==> src/rtl/mips32_pkg.sv <==
// Shared definitions for the MIPS32 program loader: FSM state encoding,
// header word layout and the HLT opcode word.
package mips32_pkg;

    // state  | meaning
    // IDLE   | waiting for a header word, processor held
    // LOAD   | streaming program words into memory
    // START  | one-cycle release pulse to the processor
    // RUN    | processor free-running, watching HALTED and the timeout
    // DONE   | run finished, flags and cycle count frozen until next header
    typedef enum logic [2:0] {
        ST_IDLE  = 3'd0,
        ST_LOAD  = 3'd1,
        ST_START = 3'd2,
        ST_RUN   = 3'd3,
        ST_DONE  = 3'd4
    } loader_state_e;

    localparam logic [31:0] HLT_WORD = 32'hFC000000;

    localparam int HDR_FIELD_W   = 16;
    localparam int HDR_BASE_MSB  = 31;
    localparam int HDR_BASE_LSB  = 16;
    localparam int HDR_COUNT_MSB = 15;
    localparam int HDR_COUNT_LSB = 0;

    // True when [base, base+count) fits inside a memory of 'depth' words.
    // The sum is taken one bit wider than the fields so it cannot wrap.
    function automatic logic hdr_in_range(input logic [HDR_FIELD_W-1:0] base,
                                          input logic [HDR_FIELD_W-1:0] count,
                                          input int depth);
        logic [HDR_FIELD_W:0] end_addr;
        end_addr = {1'b0, base} + {1'b0, count};
        return end_addr <= (HDR_FIELD_W + 1)'(depth);
    endfunction

endpackage

==> src/rtl/mips32_run_timer.sv <==
// RUN-phase cycle counter: synchronous clear, count enable and a terminal
// flag that is high while the count equals TERMINAL-1.
module mips32_run_timer #(
    parameter int CNT_WIDTH = 16,
    parameter int TERMINAL  = 2048
) (
    input  logic                 clk1,
    input  logic                 rst,
    input  logic                 clear_i,
    input  logic                 enable_i,
    output logic [CNT_WIDTH-1:0] count_o,
    output logic                 terminal_o
);

    logic [CNT_WIDTH-1:0] count_q;

    // Count up while enabled; clear has priority so START always begins at zero.
    always_ff @(posedge clk1 or posedge rst) begin
        if (rst) begin
            count_q <= '0;
        end else if (clear_i) begin
            count_q <= '0;
        end else if (enable_i) begin
            count_q <= count_q + {{(CNT_WIDTH-1){1'b0}}, 1'b1};
        end
    end

    assign count_o    = count_q;
    assign terminal_o = (count_q == CNT_WIDTH'(TERMINAL - 1));

endmodule

==> src/rtl/mips32_prog_loader.sv <==
// Program loader for pipe_MIPS32: takes a header word (base, count) and
// 'count' program words, writes them into the unified memory, releases the
// processor with a start pulse and then waits for HALTED or a timeout.
module mips32_prog_loader
    import mips32_pkg::*;
#(
    parameter int ADDR_WIDTH     = 10,
    parameter int MEM_DEPTH      = 1024,
    parameter int CNT_WIDTH      = 16,
    parameter int TIMEOUT_CYCLES = 2048
) (
    input  logic                  clk1,
    input  logic                  rst,
    input  logic                  in_valid,
    output logic                  in_ready,
    input  logic [31:0]           in_data,
    output logic                  mem_we,
    output logic [ADDR_WIDTH-1:0] mem_addr,
    output logic [31:0]           mem_wdata,
    output logic                  cpu_hold,
    output logic                  cpu_start,
    input  logic                  cpu_halted,
    output logic                  busy,
    output logic                  done,
    output logic                  timeout,
    output logic                  load_err,
    output logic [CNT_WIDTH-1:0]  cycle_count
);

    loader_state_e         state_q, state_d;
    logic [ADDR_WIDTH-1:0] base_q, base_d;
    logic [HDR_FIELD_W-1:0] count_q, count_d;
    logic [HDR_FIELD_W-1:0] idx_q, idx_d;
    logic                  load_err_q, load_err_d;
    logic                  done_q, done_d;
    logic                  timeout_q, timeout_d;
    logic                  mem_we_q, mem_we_d;
    logic [ADDR_WIDTH-1:0] mem_addr_q, mem_addr_d;
    logic [31:0]           mem_wdata_q, mem_wdata_d;

    logic                   ready_state;
    logic                   in_accept;
    logic [HDR_FIELD_W-1:0] hdr_base;
    logic [HDR_FIELD_W-1:0] hdr_count;
    logic                   hdr_ok;
    logic                   timer_clear;
    logic                   timer_enable;
    logic                   timer_terminal;
    logic [CNT_WIDTH-1:0]   run_count;
    logic                   first_run_cycle;

    // in_ready depends only on the state register (and reset), never on in_valid.
    assign ready_state = (state_q == ST_IDLE) || (state_q == ST_LOAD) || (state_q == ST_DONE);
    assign in_ready    = ready_state && !rst;
    assign in_accept   = in_valid && in_ready;

    assign hdr_base  = in_data[HDR_BASE_MSB:HDR_BASE_LSB];
    assign hdr_count = in_data[HDR_COUNT_MSB:HDR_COUNT_LSB];
    assign hdr_ok    = hdr_in_range(hdr_base, hdr_count, MEM_DEPTH);

    // The processor may still show HALTED from the previous program during
    // the first RUN cycle, so a halt is only trusted once the count moved.
    assign first_run_cycle = (run_count == '0);

    mips32_run_timer #(
        .CNT_WIDTH (CNT_WIDTH),
        .TERMINAL  (TIMEOUT_CYCLES)
    ) u_run_timer (
        .clk1       (clk1),
        .rst        (rst),
        .clear_i    (timer_clear),
        .enable_i   (timer_enable),
        .count_o    (run_count),
        .terminal_o (timer_terminal)
    );

    // Next-state logic for the loader FSM, header fields, flags and write port.
    always_comb begin
        state_d      = state_q;
        base_d       = base_q;
        count_d      = count_q;
        idx_d        = idx_q;
        load_err_d   = load_err_q;
        done_d       = done_q;
        timeout_d    = timeout_q;
        mem_we_d     = 1'b0;
        mem_addr_d   = mem_addr_q;
        mem_wdata_d  = mem_wdata_q;
        timer_clear  = 1'b0;
        timer_enable = 1'b0;

        case (state_q)
            ST_IDLE, ST_DONE: begin
                if (in_accept) begin
                    done_d     = 1'b0;
                    timeout_d  = 1'b0;
                    load_err_d = !hdr_ok;
                    base_d     = hdr_base[ADDR_WIDTH-1:0];
                    count_d    = hdr_count;
                    idx_d      = '0;
                    if (hdr_count == '0) begin
                        // Nothing to drain: a legal empty program runs at once,
                        // an illegal one just reports the error.
                        state_d = hdr_ok ? ST_START : ST_IDLE;
                    end else begin
                        state_d = ST_LOAD;
                    end
                end
            end
            ST_LOAD: begin
                if (in_accept) begin
                    mem_we_d    = !load_err_q;
                    mem_addr_d  = base_q + idx_q[ADDR_WIDTH-1:0];
                    mem_wdata_d = in_data;
                    idx_d       = idx_q + {{(HDR_FIELD_W-1){1'b0}}, 1'b1};
                    if (idx_d == count_q) begin
                        state_d = load_err_q ? ST_IDLE : ST_START;
                    end
                end
            end
            ST_START: begin
                timer_clear = 1'b1;
                state_d     = ST_RUN;
            end
            ST_RUN: begin
                timer_enable = 1'b1;
                if (cpu_halted && !first_run_cycle) begin
                    done_d  = 1'b1;
                    state_d = ST_DONE;
                end else if (timer_terminal) begin
                    timeout_d = 1'b1;
                    state_d   = ST_DONE;
                end
            end
            default: begin
                state_d = ST_IDLE;
            end
        endcase
    end

    // State and datapath registers; reset aborts any load or run in progress.
    always_ff @(posedge clk1 or posedge rst) begin
        if (rst) begin
            state_q     <= ST_IDLE;
            base_q      <= '0;
            count_q     <= '0;
            idx_q       <= '0;
            load_err_q  <= 1'b0;
            done_q      <= 1'b0;
            timeout_q   <= 1'b0;
            mem_we_q    <= 1'b0;
            mem_addr_q  <= '0;
            mem_wdata_q <= '0;
        end else begin
            state_q     <= state_d;
            base_q      <= base_d;
            count_q     <= count_d;
            idx_q       <= idx_d;
            load_err_q  <= load_err_d;
            done_q      <= done_d;
            timeout_q   <= timeout_d;
            mem_we_q    <= mem_we_d;
            mem_addr_q  <= mem_addr_d;
            mem_wdata_q <= mem_wdata_d;
        end
    end

    assign mem_we      = mem_we_q;
    assign mem_addr    = mem_addr_q;
    assign mem_wdata   = mem_wdata_q;
    assign cpu_start   = (state_q == ST_START);
    assign cpu_hold    = !((state_q == ST_START) || (state_q == ST_RUN));
    assign busy        = (state_q == ST_LOAD) || (state_q == ST_START) || (state_q == ST_RUN);
    assign done        = done_q;
    assign timeout     = timeout_q;
    assign load_err    = load_err_q;
    assign cycle_count = run_count;

endmodule

==> config.mk <==
export PLATFORM = sky130hd
export DESIGN_NAME = mips32_prog_loader
export DESIGN_NICKNAME = d
export VERILOG_FILES = /design/src/rtl/mips32_pkg.sv /design/src/rtl/mips32_run_timer.sv /design/src/rtl/mips32_prog_loader.sv
export SDC_FILE = /design/constraint.sdc
export NUM_CORES = 1
export LEC_CHECK = 0
export CORE_MARGIN = 2
export CORE_UTILIZATION = 49
export CTS_CLUSTER_DIAMETER = 120
export DETAILED_ROUTE_END_ITERATION = 8
export PLACE_DENSITY = 0.87
export SYNTH_ARGS = -nofsm -noshare
export SYNTH_HDL_FRONTEND = slang
export SYNTH_SLANG_ARGS = --single-unit
export TNS_END_PERCENT = 30
==> constraint.sdc <==
create_clock -name clk1 -period 3.6 [get_ports clk1]
set_input_delay 0.72 -clock clk1 [delete_from_list [all_inputs] [get_ports clk1]]
set_output_delay 0.72 -clock clk1 [all_outputs]
set_load 0.005 [all_outputs]
==> flow_summary.yaml <==
timing:
  fin_ws_ps: 256
  fmax_mhz: 299
  hold_viol: 0
  period_minus_slack_ps: 3340
  setup_tns_ps: 0
  rsz0062_at_grt: "no"
  setup_viol: 0
  finalCritPeriodShare_pct: 92.9
  skew_ps: 8.38
  worst_slew_pin_slew_ps: 771
  finalMaxSlewViolations: 0
  slew_headroom_pct: 48.6
setup_path:
  critPathTopFamily: "compound AO/OA/AOI/OAI gates"
  critical_path.most_common_cell: "o21ai_1"
  path_depth: 11
  cpMaxStageDelayCell: "clkdlybuf4s50_1"
  worst_r2r_path_depth: 9
  cp_data_arrival_time_ps: 3580
  path_class: "in -> reg"
  r2r_slack_ps: 940
  path_max_fanout: 4
  endpoint_kind: "flop"
  reg2reg_to: "state_q[1]"
  critPathRequiredTime_ps: 3840
  path_cells: "clkdlybuf4s50_1, ha_1, fa_1, a211oi_2, o21ai_1, a21oi_1, o21ai_1, mux2_2, a22oi_2, nor4_1, o32a_2"
  critPathBufInv: 1
  worstReg2RegStart: "idx_q[0]"
  cp-start-kind: "primary input"
  critPathMaxStageDelay_ps: 450
cells_and_area:
  layout.cells.non_filler: 929
  layout_common_cells: "nand2_1, dfrtp_1, clkdlybuf4s50_1, o21ai_0, nor2_1"
  drive_gt1_share_pct: 9.21
  nNetsFinal: 843
  fin_area_um2: 7650
  n_antenna_cell: 0
  fin_util_pct: 63.7
  area_growth_pct: 26.6
  final_common_cell: "nand2_1"
floorplan:
  core_area_um2: 12000
  row_count: 40
  ioPinCount: 102
  fp.dieArea_um2: 13200
  die_w_um: 115
  initial_core_util_pct: 50.4
  die_h_um: 115
clock_tree:
  ctsResizeCount: 0
  root_buffer: "clkbuf_16"
  cts-hold-fix-buffers: 0
  path_clk_slew_ps: 70
  insertion_delay_ps: 350
  cts_max_level: 3
  clockBufferDepth: 2
  cts_setup_buffers: 0
  cts_tree: "done"
  cts_buffers: 9
  cts.sinks: 107
synthesis:
  yosys.area_share.simple_pct: 21.2
  synthCells: 672
  synth_compound_area_share_pct: 14.2
  synth_cell_types: 59
  ys_seq_elements: 107
  avgSynthCellArea_um2: 9.00
  synth-edff-count: 0
  synth_nets: 738
  synthMuxAreaShare_pct: 5.17
  synth_xor_area_share_pct: 5.94
  synth_flop_cell: "dfrtp_1"
  synth-async-reset-ratio_pct: 100
  synth_top_family_by_area: "simple AND/OR/NAND/NOR gates"
  synthAdderAreaFrac_pct: 6.45
  synth_area_um2: 6050
  seq_area_frac_synth_pct: 44.3
  ys_warn_count: 0
detailed_routing:
  wl_mm: 15.4
  firstDrtPassIters: 5
  num_vias: 5378
  wire_per_inst_um: 16.6
  ant_nets: 0
  drt-initial-drc-count: 419
  drc: 0
  drt-vias-per-instance: 5.79
placed_design:
  portBuffers: 101
  post-dp-hpwl_mm: 11.3
  place_ws_ps: -77.0
  dpl_cell_area_um2: 7310
  placedCellCount: 913
  place.gp.congestion: 0.946
power:
  p_per_area_nw_per_um2: 599
  p_leak_nw: 3.39
  ir_drop_mv: 0.304
global_routing:
  grt_pass1_wl_mm: 25.1
  grt_pass1_vias: 5053
  grt.overflow.total: 0
  grt_use_total_pct: 24.1
  antenna_found_initial: 0
  grt_max_degree: 64
min_path:
  hold_path.class: "reg -> reg"
  hold_path_startpoint: "mem_wdata[25]"
  min_path_cells: 2
  min_to: "mem_wdata[25]"
flow_run:
  maxCapViolCount: 0
run_status:
  status: "finished, final reports clean"
==> sequential cells by signal, indices dropped and copies added, names as in the netlist <==
register / cells
mem_wdata: 32
count_q: 16
idx_q: 16
u_run_timer.count_o: 16
base_q: 10
mem_addr: 10
state_q: 3
done: 1
load_err: 1
mem_we: 1
timeout: 1
==> area by class of cell <==
cell class,count,area [µm²]
Timing Repair Buffer,119,1170
Fill cell,958,4360
Inverter,17,66.3
Clock buffer,10,229
Multi-Input combinational cell,523,3210
Tap cell,147,184
Sequential cell,107,2680
Clock inverter,6,113
==> power breakdown <==
| group | internal, mW | leakage [nW] | switching (mW) |
|---|---|---|---|
| Clock | 0.683 | 0.167 | 0.452 |
| Sequential | 1.55 | 1.35 | 0.294 |
| Combinational | 0.881 | 1.87 | 0.729 |
| Total | 3.11 | 3.39 | 1.47 |
==> logic make-up after synthesis <==
kind of cell	after synthesis
flip-flops	107
AO/OA/AOI/OAI	140
XOR/XNOR	41
multiplexers	28
buffers and inverters	42
AND/OR/NAND/NOR	284
adder cells (fa/ha/maj)	30
==> layer usage <==
metal	vias to the layer above	track usage (%)	part of all wire, %
met1	2563	33.6	43
li1	2556	-	-
met5	-	0	0
met4	0	8.51	2.2
met3	30	4.32	7.8
met2	229	38.0	47
==> worst max-delay path by stage <==
stage	start	endpoint	slack (ps)
after global placement	in_data[16]	state_q[1]	30
final	in_data[16]	state_q[1]	260
after detailed placement	in_data[16]	state_q[1]	-80
after floorplan	rst	base_q[0]	60
after CTS	in_data[16]	state_q[1]	280
after global routing	in_data[16]	load_err	130
==> stage by stage <==
step	total power, mW	hold slack [ps]
6_report	4.59	473
4_1_cts	4.60	480
5_1_grt	4.87	493
3_3_place_gp	3.40	457
3_5_place_dp	3.46	461
2_1_floorplan	2.76	470
==> synthesized netlist by cell type (11+ instances only) <==
master | n | area [µm²]
a21oi_1 | 32 | 160
and3_1 | 11 | 68.8
clkbuf_1 | 18 | 67.6
dfrtp_1 | 107 | 2680
ha_1 | 28 | 350
inv_1 | 17 | 63.8
mux2_2 | 26 | 293
nand2_1 | 160 | 601
nand3_1 | 19 | 95.1
nor2_1 | 36 | 135
o21ai_0 | 55 | 275
xnor2_1 | 16 | 140
xor2_1 | 25 | 219
==> tightest hold or removal path, stage by stage (launching register included) <==
cell and delay [ps]:
dfrtp_1 340, nand2_1 50, nand2_1 50
(Power assumes the default switching activity.)
